<file path="src/rtl/ascon_pkg.sv">
// Shared types and constants for the Ascon input packer.
package ascon_pkg;

    typedef enum logic [2:0] {
        ST_IDLE,
        ST_COLLECT,
        ST_PUSH,
        ST_PAD,
        ST_DONE
    } pk_state_e;

    localparam logic [7:0] PadByte   = 8'h80;
    localparam int         RateBytes = 8;
    localparam int         WordBytes = 4;

endpackage

</file>
<file path="src/rtl/ascon_blk_packer_if.sv">
// Message-word, FIFO-push and control bundle between a source and the block packer.
interface ascon_blk_packer_if #(
    parameter int DataAddrWidth = 7,
    parameter int LenWidth      = 10
) ();

    logic                     start_i;
    logic                     clear_i;
    logic [LenWidth-1:0]      len_i;
    logic [31:0]              word_i;
    logic                     word_valid_i;
    logic                     word_ready_o;
    logic [63:0]              blk_o;
    logic                     push_o;
    logic                     full_i;
    logic [DataAddrWidth-1:0] nblk_o;
    logic                     busy_o;
    logic                     done_o;

    modport master (
        output start_i, clear_i, len_i, word_i, word_valid_i, full_i,
        input  word_ready_o, blk_o, push_o, nblk_o, busy_o, done_o
    );

    modport slave (
        input  start_i, clear_i, len_i, word_i, word_valid_i, full_i,
        output word_ready_o, blk_o, push_o, nblk_o, busy_o, done_o
    );

endinterface

</file>
<file path="src/rtl/ascon_pad_mask.sv">
// Keeps the first nb_i bytes of a big-endian word, zeroes the rest and
// drops the 0x80 pad byte right after the last kept byte when pad_i is set.
module ascon_pad_mask
    import ascon_pkg::*;
(
    input  logic [31:0] word_i,
    input  logic [2:0]  nb_i,
    input  logic        pad_i,
    output logic [31:0] word_o
);

    always_comb begin
        word_o = '0;
        for (int k = 0; k < WordBytes; k++) begin
            if (3'(k) < nb_i) begin
                word_o[31-8*k -: 8] = word_i[31-8*k -: 8];
            end else if (pad_i && (3'(k) == nb_i)) begin
                word_o[31-8*k -: 8] = PadByte;
            end
        end
    end

endmodule

</file>
<file path="src/rtl/ascon_blk_packer.sv">
// Packs a byte-length message of 32-bit words into padded 64-bit rate blocks
// and pushes them into a FIFO; one word per cycle, stalls on full_i.
module ascon_blk_packer
    import ascon_pkg::*;
#(
    parameter int DataAddrWidth = 7,
    parameter int LenWidth      = 10,
    parameter bit EmptyNoBlock  = 1'b0
) (
    input  logic              clk_i,
    input  logic              rst_n_i,
    ascon_blk_packer_if.slave bus
);

    pk_state_e                state_q, state_d;
    logic [LenWidth-1:0]      rem_q, rem_d, rem_after;
    logic                     half_q, half_d;
    logic                     pad_done_q, pad_done_d;
    logic [63:0]              blk_q, blk_d;
    logic [DataAddrWidth-1:0] nblk_q, nblk_d;

    logic [2:0]  nb;
    logic [3:0]  used;
    logic        pad_now;
    logic        word_rdy;
    logic        word_fire;
    logic [31:0] word_masked;

    assign nb        = (rem_q >= LenWidth'(WordBytes)) ? 3'd4 : rem_q[2:0];
    assign rem_after = rem_q - LenWidth'(nb);
    assign used      = {1'b0, half_q, 2'b00} + {1'b0, nb};
    // Message ends inside this block: the pad byte still fits in it.
    assign pad_now   = (rem_after == '0) && (used < 4'(RateBytes));
    assign word_fire = bus.word_valid_i && word_rdy;

    ascon_pad_mask u_pad_mask (
        .word_i (bus.word_i),
        .nb_i   (nb),
        .pad_i  (pad_now),
        .word_o (word_masked)
    );

    always_ff @(posedge clk_i or negedge rst_n_i) begin
        if (!rst_n_i) begin
            state_q <= ST_IDLE;
        end else begin
            state_q <= state_d;
        end
    end

    always_comb begin
        state_d = state_q;
        if (bus.clear_i) begin
            state_d = ST_IDLE;
        end else begin
            case (state_q)
                ST_IDLE: begin
                    if (bus.start_i) begin
                        if (bus.len_i == '0) begin
                            state_d = EmptyNoBlock ? ST_DONE : ST_PAD;
                        end else begin
                            state_d = ST_COLLECT;
                        end
                    end
                end
                ST_COLLECT: begin
                    if (word_fire && (pad_now || half_q)) state_d = ST_PUSH;
                end
                ST_PUSH: begin
                    if (!bus.full_i) begin
                        if (pad_done_q)          state_d = ST_DONE;
                        else if (rem_q == '0)    state_d = ST_PAD;
                        else                     state_d = ST_COLLECT;
                    end
                end
                ST_PAD:  state_d = ST_PUSH;
                ST_DONE: begin
                    if (!bus.start_i) state_d = ST_IDLE;
                end
                default: state_d = ST_IDLE;
            endcase
        end
    end

    always_comb begin
        word_rdy         = (state_q == ST_COLLECT) && !bus.clear_i;
        bus.word_ready_o = word_rdy;
        bus.push_o       = (state_q == ST_PUSH) && !bus.full_i && !bus.clear_i;
        bus.busy_o       = (state_q != ST_IDLE);
        bus.done_o       = (state_q == ST_DONE);
        bus.blk_o        = blk_q;
        bus.nblk_o       = nblk_q;
    end

    always_comb begin
        rem_d      = rem_q;
        half_d     = half_q;
        pad_done_d = pad_done_q;
        blk_d      = blk_q;
        nblk_d     = nblk_q;
        if (!bus.clear_i) begin
            case (state_q)
                ST_IDLE: begin
                    if (bus.start_i) begin
                        rem_d      = bus.len_i;
                        half_d     = 1'b0;
                        pad_done_d = 1'b0;
                        blk_d      = '0;
                        nblk_d     = (EmptyNoBlock && (bus.len_i == '0)) ? '0
                                   : DataAddrWidth'(bus.len_i >> 3) + 1'b1;
                    end
                end
                ST_COLLECT: begin
                    if (word_fire) begin
                        rem_d = rem_after;
                        if (half_q) begin
                            blk_d[31:0] = word_masked;
                        end else begin
                            blk_d[63:32] = word_masked;
                            // A full first word ending the message pushes the pad into the low half.
                            if (pad_now && (nb == 3'd4)) blk_d[31:0] = {PadByte, 24'h0};
                        end
                        if (pad_now)     pad_done_d = 1'b1;
                        else if (half_q) pad_done_d = 1'b0;
                        else             half_d     = 1'b1;
                    end
                end
                ST_PUSH: begin
                    if (!bus.full_i && !pad_done_q && (rem_q != '0)) begin
                        blk_d  = '0;
                        half_d = 1'b0;
                    end
                end
                ST_PAD: begin
                    blk_d      = {PadByte, 56'h0};
                    pad_done_d = 1'b1;
                end
                default: ;
            endcase
        end
    end

    always_ff @(posedge clk_i or negedge rst_n_i) begin
        if (!rst_n_i) begin
            rem_q      <= '0;
            half_q     <= 1'b0;
            pad_done_q <= 1'b0;
            blk_q      <= '0;
            nblk_q     <= '0;
        end else begin
            rem_q      <= rem_d;
            half_q     <= half_d;
            pad_done_q <= pad_done_d;
            blk_q      <= blk_d;
            nblk_q     <= nblk_d;
        end
    end

endmodule

</file>
<file path="src/flat_wrapper.sv">
// flat-port wrapper written by rule: the top's interface ports become plain ports
module ascon_blk_packer_flat import ascon_pkg::*;
#(
    parameter int DataAddrWidth = 7,
    parameter int LenWidth      = 10,
    parameter bit EmptyNoBlock  = 1'b0
)
  (clk_i, rst_n_i, bus_start_i, bus_clear_i, bus_len_i, bus_word_i, bus_word_valid_i, bus_full_i, bus_word_ready_o, bus_blk_o, bus_push_o, bus_nblk_o, bus_busy_o, bus_done_o);
  ascon_blk_packer_if #(.DataAddrWidth(DataAddrWidth), .LenWidth(LenWidth)) bus_i ();
  input  logic clk_i;
  input  logic rst_n_i;
  input wire logic [$bits(bus_i.start_i)-1:0] bus_start_i;
  input wire logic [$bits(bus_i.clear_i)-1:0] bus_clear_i;
  input wire logic [$bits(bus_i.len_i)-1:0] bus_len_i;
  input wire logic [$bits(bus_i.word_i)-1:0] bus_word_i;
  input wire logic [$bits(bus_i.word_valid_i)-1:0] bus_word_valid_i;
  input wire logic [$bits(bus_i.full_i)-1:0] bus_full_i;
  output wire logic [$bits(bus_i.word_ready_o)-1:0] bus_word_ready_o;
  output wire logic [$bits(bus_i.blk_o)-1:0] bus_blk_o;
  output wire logic [$bits(bus_i.push_o)-1:0] bus_push_o;
  output wire logic [$bits(bus_i.nblk_o)-1:0] bus_nblk_o;
  output wire logic [$bits(bus_i.busy_o)-1:0] bus_busy_o;
  output wire logic [$bits(bus_i.done_o)-1:0] bus_done_o;
  assign bus_i.start_i = bus_start_i;
  assign bus_i.clear_i = bus_clear_i;
  assign bus_i.len_i = bus_len_i;
  assign bus_i.word_i = bus_word_i;
  assign bus_i.word_valid_i = bus_word_valid_i;
  assign bus_i.full_i = bus_full_i;
  assign bus_word_ready_o = bus_i.word_ready_o;
  assign bus_blk_o = bus_i.blk_o;
  assign bus_push_o = bus_i.push_o;
  assign bus_nblk_o = bus_i.nblk_o;
  assign bus_busy_o = bus_i.busy_o;
  assign bus_done_o = bus_i.done_o;
  ascon_blk_packer #(.DataAddrWidth(DataAddrWidth), .LenWidth(LenWidth), .EmptyNoBlock(EmptyNoBlock)) u_core (.clk_i(clk_i), .rst_n_i(rst_n_i), .bus(bus_i));
endmodule
</file>
<file path="config.mk">
export PLATFORM = sky130hd
export DESIGN_NAME = ascon_blk_packer_flat
export DESIGN_NICKNAME = d
export VERILOG_FILES = /design/src/rtl/ascon_pkg.sv /design/src/rtl/ascon_blk_packer_if.sv /design/src/rtl/ascon_pad_mask.sv /design/src/rtl/ascon_blk_packer.sv /design/src/flat_wrapper.sv
export SDC_FILE = /design/constraint.sdc
export NUM_CORES = 1
export LEC_CHECK = 0
export BUFFER_PORTS_ARGS = -buffer_cell sky130_fd_sc_hd__buf_2
export CAP_MARGIN = 40
export CORE_MARGIN = 2
export CORE_UTILIZATION = 45
export CTS_BUF_LIST = sky130_fd_sc_hd__clkbuf_4 sky130_fd_sc_hd__clkbuf_8
export DETAILED_ROUTE_END_ITERATION = 10
export HOLD_SLACK_MARGIN = 0.05
export PLACE_DENSITY = 0.71
export SYNTH_ARGS = -nofsm -noshare
export SYNTH_HDL_FRONTEND = slang
export SYNTH_SLANG_ARGS = --single-unit
export TNS_END_PERCENT = 1
</file>
<file path="constraint.sdc">
create_clock -name clk_i -period 4 [get_ports clk_i]
set_input_delay 0.2 -clock clk_i [delete_from_list [all_inputs] [get_ports clk_i]]
set_output_delay 0.2 -clock clk_i [all_outputs]
set_load 0.02 [all_outputs]
</file>
==> qor.yml, run 1 <==
outcome: "complete, no violations"
grt_pass1_vias: 3393
synth_area_leader_cell: "dfrtp_1"
path_clk_slew_ns: 0.10
arrival_ns: 3.69
cts_inserted_buffers: 9
yosysTopAreaCellShare: 0.546
tightest_slew_ns: 1.05
synth_sequential_area_ratio: 0.546
clock_sinks: 86
dieArea_mm2: 0.00953
antenna_cells: 0
grt_setup_unrepaired: "no"
rr_startpoint: "u_core.rem_q[4]$_DFFE_PN0P_"
grt_pass1_wl_um: 17200
critical_path_required_ns: 4.25
p_per_area_mw_per_mm2: 634
io_pins: 123
die-height_um: 97.6
detail-route-antenna-nets: 0
relSlewSlack: 0.300
grt_max_degree: 55
finalCriticalPeriod_ns: 3.44
yosys_most_used_dff: "dfrtp_1"
worstPathMaxFanout: 32
synth_edf_count: 0
routabilityCongestion: 0.862
core_mm2: 0.00859
placed_cell_area_mm2: 0.00461
final_area_mm2: 0.00485
via_per_inst: 5.77
die-width_um: 97.6
vias: 3463
tns_ns: 0
ys_types: 55
timing.final.ws_setup_ns: 0.564
synthArstFlopShare: 1.00
ctsHtreeMaxLevel: 3
globalRouteTotalUtil: 0.223
drv_cap: 0
holdCritPathClass: "in -> reg"
firstDrtPassIters: 4
gr-total-overflow: 0
r2r_slack_ns: 0.56
fin_cells: 600
cts_buffer_depth: 2
synth.net_count: 415
port_buffers: 122
critPathCapture: "u_core.bus.blk_o[15]$_DFFE_PN0P_"
clk_latency_ns: 0.37
row_count: 34
setup.worst_path.start_class: "flop"
syn_avg_cell_area_um2: 10.8
setup_viol: 0
drt_iter0_markers: 234
crit_type: "reg -> reg"
antenna_found_initial: 0
hpwl_um: 7390
drive_gt1_frac: 0.311
hold_viol: 0
ctsResizeCount: 0
synth_area_leaders: "dfrtp_1 (55%), a22o_1 (12%), nor2_1 (3.9%)"
postSynthCellCount: 365
postCtsSetupBuffers: 0
nNetsFinal: 537
preCtsSetupSlack_ns: 0.619
netlist_area_mm2: 0.00394
routedWlPerCell_um: 17.3
max_freq_mhz: 291
cts_tree: "yes"
syn_to_final_growth_pct: 23.0
start_util: 0.459
totalWireLength_um: 10400
crit_start: "u_core.rem_q[4]$_DFFE_PN0P_"
cts-root-buf: "clkbuf_8"
crit_path_end_kind: "flop"
post-route-drc-count: 0
r2r-end: "u_core.bus.blk_o[15]$_DFFE_PN0P_"
leakagePower_nw: 2.46
reg2regPathDepth: 10
period_share: 0.859
maxSlewViolCount: 0
vdd_drop_max_mv: 0.221
synth-warning-count: 0
placed_cells: 580
synth-seq-cells: 86
hold_ws_ns: 0.0600
clock_skew_ns: 0.0145
==> metrics by stage <==
step / utilization / total power, mW
2_1_floorplan: - / 2.08
3_3_place_gp: 0.536 / 2.42
3_5_place_dp: 0.536 / 2.45
4_1_cts: 0.563 / 3.09
5_1_grt: 0.565 / 3.27
6_report: 0.565 / 3.08
==> area by class of cell <==
type                       count  area, um2
clock buffer                   9        124
clock inverter                 7       78.8
fill                         765       3740
inverter                       5       18.8
multi-input combinational    254       1650
sequential                    86       2150
tap                          108        135
timing repair buffer         131        691
==> how the worst min path moves through the flow <==
stage	start	to	slack, ns	cells after the start
final	bus_word_i[16]	u_core.bus.blk_o[48]$_DFFE_PN0P_	0.06	2
after global routing	bus_word_i[16]	u_core.bus.blk_o[48]$_DFFE_PN0P_	0.05	2
after CTS	bus_word_i[14]	u_core.bus.blk_o[46]$_DFFE_PN0P_	0.05	2
after detailed placement	rst_n_i	u_core.bus.blk_o[36]$_DFFE_PN0P_	0.30	1
after global placement	rst_n_i	u_core.bus.blk_o[36]$_DFFE_PN0P_	0.30	1
after floorplan	rst_n_i	u_core.bus.blk_o[0]$_DFFE_PN0P_	-0.1	0
==> critical path, cell delays in order (launching register included) <==
cell and delay, ns:
dfrtp_1 0.48, nor4_1 0.54, nand2_1 0.09, buf_4 0.19, nand2_1 0.07, ha_1 0.15
nand4b_1 0.09, a211o_1 0.31, nor3b_4 0.46, a32oi_4 0.46, a221o_1 0.47
==> cells by family after synthesis <==
logic type                 after synthesis  share of synthesized area
xor gates and xnor gates                 6                     0.0133
DFF                                     86                      0.546
AOI/OAI and AO/OA                      127                      0.240
buffers and inverters                   25                     0.0352
and+or+nand+nor                        114                      0.147
adders and majority gates                2                    0.00634
other                                    1                   0.000951
muxes                                    4                     0.0111
==> Yosys cell counts (all sizes together), types with 3 or more instances <==
library cell and n:
inv 5, clkbuf 10, nand3 8, a32o 4, dfrtp 86, nor2 41, mux2 3, a21oi 19
nor4 4, a22o 57, or4 3, o21ai 25, nand2 31, nand2b 4, buf 10, and3 3
xnor2 4, a31oi 7, nor3 5
==> flip-flops by register name, summed over array words and instances (netlist names) <==
name,cells
u_core.half_q,1
u_core.rem_q,10
u_core.state_q,3
u_core.pad_done_q,1
u_core.bus.blk_o,64
u_core.bus.nblk_o,7
==> layout by cell type (no fill, tap or decap), types with 4 or more instances in the layout <==
| cell type | n |
|---|---|
| xnor2_1 | 4 |
| inv_6 | 4 |
| a22o_1 | 56 |
| nor3_1 | 5 |
| nor2_1 | 41 |
| buf_4 | 6 |
| inv_1 | 5 |
| nand2b_1 | 4 |
| a21oi_1 | 19 |
| a32o_1 | 4 |
| o21ai_0 | 24 |
| dlygate4sd3_1 | 4 |
| buf_2 | 121 |
| clkbuf_8 | 9 |
| nand3_1 | 8 |
| nand2_1 | 30 |
| dfrtp_1 | 86 |
| a31oi_1 | 7 |
==> what timing repair did <==
item,in CTS,in global routing
hold endpoints to repair,57,1
setup endpoints to repair,0,0
hold buffers,3,1
==> power breakdown <==
part	switching [mW]	internal [mW]	total [mW]
Clock	0.338	0.298	0.636
Combinational	0.679	0.422	1.10
Sequential	0.233	1.11	1.34
==> per-layer routing <==
metal	global-route usage	up-vias	part of all wire
met5	0	-	0
met4	0.0876	0	0.025
met3	0.0525	20	0.062
met2	0.328	132	0.45
met1	0.320	1702	0.47
li1	-	1609	-
No activity file was read; power rests on OpenSTA's default activity.
==> inputs of run 2 (changes only) <==
--- a/config.mk
+++ b/config.mk
@@ -13,6 +13,7 @@
 export DETAILED_ROUTE_END_ITERATION = 10
 export HOLD_SLACK_MARGIN = 0.05
 export PLACE_DENSITY = 0.71
+export RECOVER_POWER = 25
 export SYNTH_ARGS = -nofsm -noshare
 export SYNTH_HDL_FRONTEND = slang
 export SYNTH_SLANG_ARGS = --single-unit
==> qor.yml, run 2 (same netlist as run 1, synthesis figures left out) <==
leakagePower_nw: 2.42  # was 2.46 nW
crit_type: "reg -> reg"  # unchanged
worstPathMaxFanout: 32  # unchanged
post-route-drc-count: 0  # unchanged
syn_to_final_growth_pct: 22.7  # was 23.0%
final_area_mm2: 0.00484  # was 0.00485 mm2
largest_register_ffs: 64  # unchanged
p_comb_frac: 0.356  # was 0.358
die-height_um: 97.6  # unchanged
violations: "max-capacitance violations, max-slew violations"
start_util: 0.459  # unchanged
final_util: 0.563  # was 0.565
setup_viol: 0  # unchanged
row_count: 34  # unchanged
fin_cells: 600  # unchanged
clk_latency_ns: 0.37  # about the same
cts_inserted_buffers: 9  # unchanged
period_share: 0.859  # about the same
nNetsFinal: 537  # unchanged
crit_path_end_kind: "flop"  # unchanged
power_switching_mw: 1.25  # about the same
ctsHtreeMaxLevel: 3  # unchanged
outcome: "complete, but fails checks"  # was complete, no violations
grt_max_degree: 55  # unchanged
placed_cell_area_mm2: 0.00461  # unchanged
drv_cap: 1  # was 0
critical_path_required_ns: 4.25  # about the same
globalRouteTotalUtil: 0.223  # unchanged
via_per_inst: 5.77  # about the same
tns_ns: 0  # unchanged
routabilityCongestion: 0.862  # unchanged
seqPwrFrac: 0.437  # was 0.436
totalWireLength_um: 10400  # about the same
gr-total-overflow: 0  # unchanged
hold_viol: 0  # unchanged
maxSlewViolCount: 55  # was 0
placed_cells: 580  # unchanged
path_clk_slew_ns: 0.10  # about the same
arrival_ns: 3.69  # about the same
port_buffers: 122  # unchanged
core_mm2: 0.00859  # unchanged
die-width_um: 97.6  # unchanged
setup.worst_path.start_class: "flop"  # unchanged
final_cell_mix: "buf_2 (113), dfrtp_1 (86), a22o_1 (56)"  # was buf_2 (121), dfrtp_1 (86), a22o_1 (56)
antenna_found_initial: 0  # unchanged
vias: 3461  # was 3463
postCtsSetupBuffers: 0  # unchanged
swShare: 0.407  # was 0.406
p_per_area_mw_per_mm2: 635  # was 634 mW/mm2
dieArea_mm2: 0.00953  # unchanged
clock_skew_ns: 0.0149  # was 0.0145 ns
max_freq_mhz: 291  # about the same
routedWlPerCell_um: 17.3  # about the same
grt_setup_unrepaired: "no"  # unchanged
power_frac_clock: 0.207  # was 0.206
relSlewSlack: -0.987  # was 0.300
io_pins: 123  # unchanged
cts_buffer_depth: 2  # unchanged
cts-root-buf: "clkbuf_8"  # unchanged
ctsResizeCount: 0  # unchanged
firstDrtPassIters: 4  # unchanged
detail-route-antenna-nets: 0  # unchanged
intPower_mw: 1.82  # was 1.83 mW
cts_tree: "yes"  # unchanged
holdCritPathClass: "in -> reg"  # unchanged
clock_sinks: 86  # unchanged
antenna_cells: 0  # unchanged
grt_pass1_wl_um: 17200  # unchanged
finalCriticalPeriod_ns: 3.44  # about the same
hpwl_um: 7390  # unchanged
drt_iter0_markers: 227  # was 234
final_common_cell: "buf_2"  # unchanged
grt_pass1_vias: 3393  # unchanged
vdd_drop_max_mv: 0.210  # was 0.221 mV
tightest_slew_ns: 2.98  # was 1.05 ns
drive_gt1_frac: 0.293  # was 0.311
run 2: path summary, 6_finish.rpt:
kind | slack [ns] | to | from | depth (start not counted)
worst min-delay path | 0.06 | u_core.bus.blk_o[48]$_DFFE_PN0P_ | bus_word_i[16] | 2
max in group asynchronous | 0.97 | u_core.bus.blk_o[34]$_DFFE_PN0P_ | rst_n_i | 3
worst max-delay path | 0.56 | u_core.bus.blk_o[15]$_DFFE_PN0P_ | u_core.rem_q[4]$_DFFE_PN0P_ | 10
min in group asynchronous | 1.35 | u_core.bus.blk_o[19]$_DFFE_PN0P_ | rst_n_i | 2
worst max register to register | 0.56 | u_core.bus.blk_o[15]$_DFFE_PN0P_ | u_core.rem_q[4]$_DFFE_PN0P_ | 10
worst min register to register | 0.49 | u_core.bus.nblk_o[1]$_DFFE_PN0P_ | u_core.bus.nblk_o[1]$_DFFE_PN0P_ | 2
run 2: stage by stage:
stage | hold WS [ns] | worst slack, ns | total power, mW
2_1_floorplan | -0.0956 | 1.14 | 2.08
3_3_place_gp | 0.298 | 0.717 | 2.42
3_5_place_dp | 0.304 | 0.619 | 2.45
4_1_cts | 0.0540 | 0.589 | 3.09
5_1_grt | 0.0532 | 0.285 | 3.26
6_report | 0.0606 | 0.564 | 3.07
run 2: worst max-delay path, cell delays in order (launching register included):
cell and delay (ns):
dfrtp_1 0.48, nor4_1 0.54, nand2_1 0.09, buf_4 0.19
nand2_1 0.07, ha_1 0.15, nand4b_1 0.09, a211o_1 0.31
nor3b_4 0.46, a32oi_4 0.46, a221o_1 0.47
run 2: what timing repair did:
| item | in CTS | in global routing |
|---|---|---|
| hold buffers | 3 | 1 |
| endpoints found under the hold margin | 57 | 1 |
| endpoints found under the setup margin | 0 | 0 |
run 2: layout make-up:
class                   count  area [um2]
clock buffers               9         124
well taps                 108         135
inverters                   5        18.8
flip-flops and latches     86        2150
multi-input cells         254        1650
repair buffers            131         677
fillers                   768        3750
clock inverters             7        78.8
run 2: routing by layer:
layer,global-route usage,part of all wire,vias to the layer above
met5,0,0,-
met3,0.0525,0.060,20
met2,0.328,0.45,125
met4,0.0876,0.025,0
li1,-,-,1608
met1,0.320,0.47,1708
run 2: power groups by stage:
| stage | sequential [mW] | combinational (mW) | clock (mW) |
|---|---|---|---|
| after detailed placement | 1.35 | 1.10 | 0 |
| after global routing | 1.38 | 1.19 | 0.691 |
| after floorplan | 1.51 | 0.564 | 0 |
| after global placement | 1.34 | 1.08 | 0 |
| after CTS | 1.34 | 1.11 | 0.651 |
| final | 1.34 | 1.09 | 0.636 |
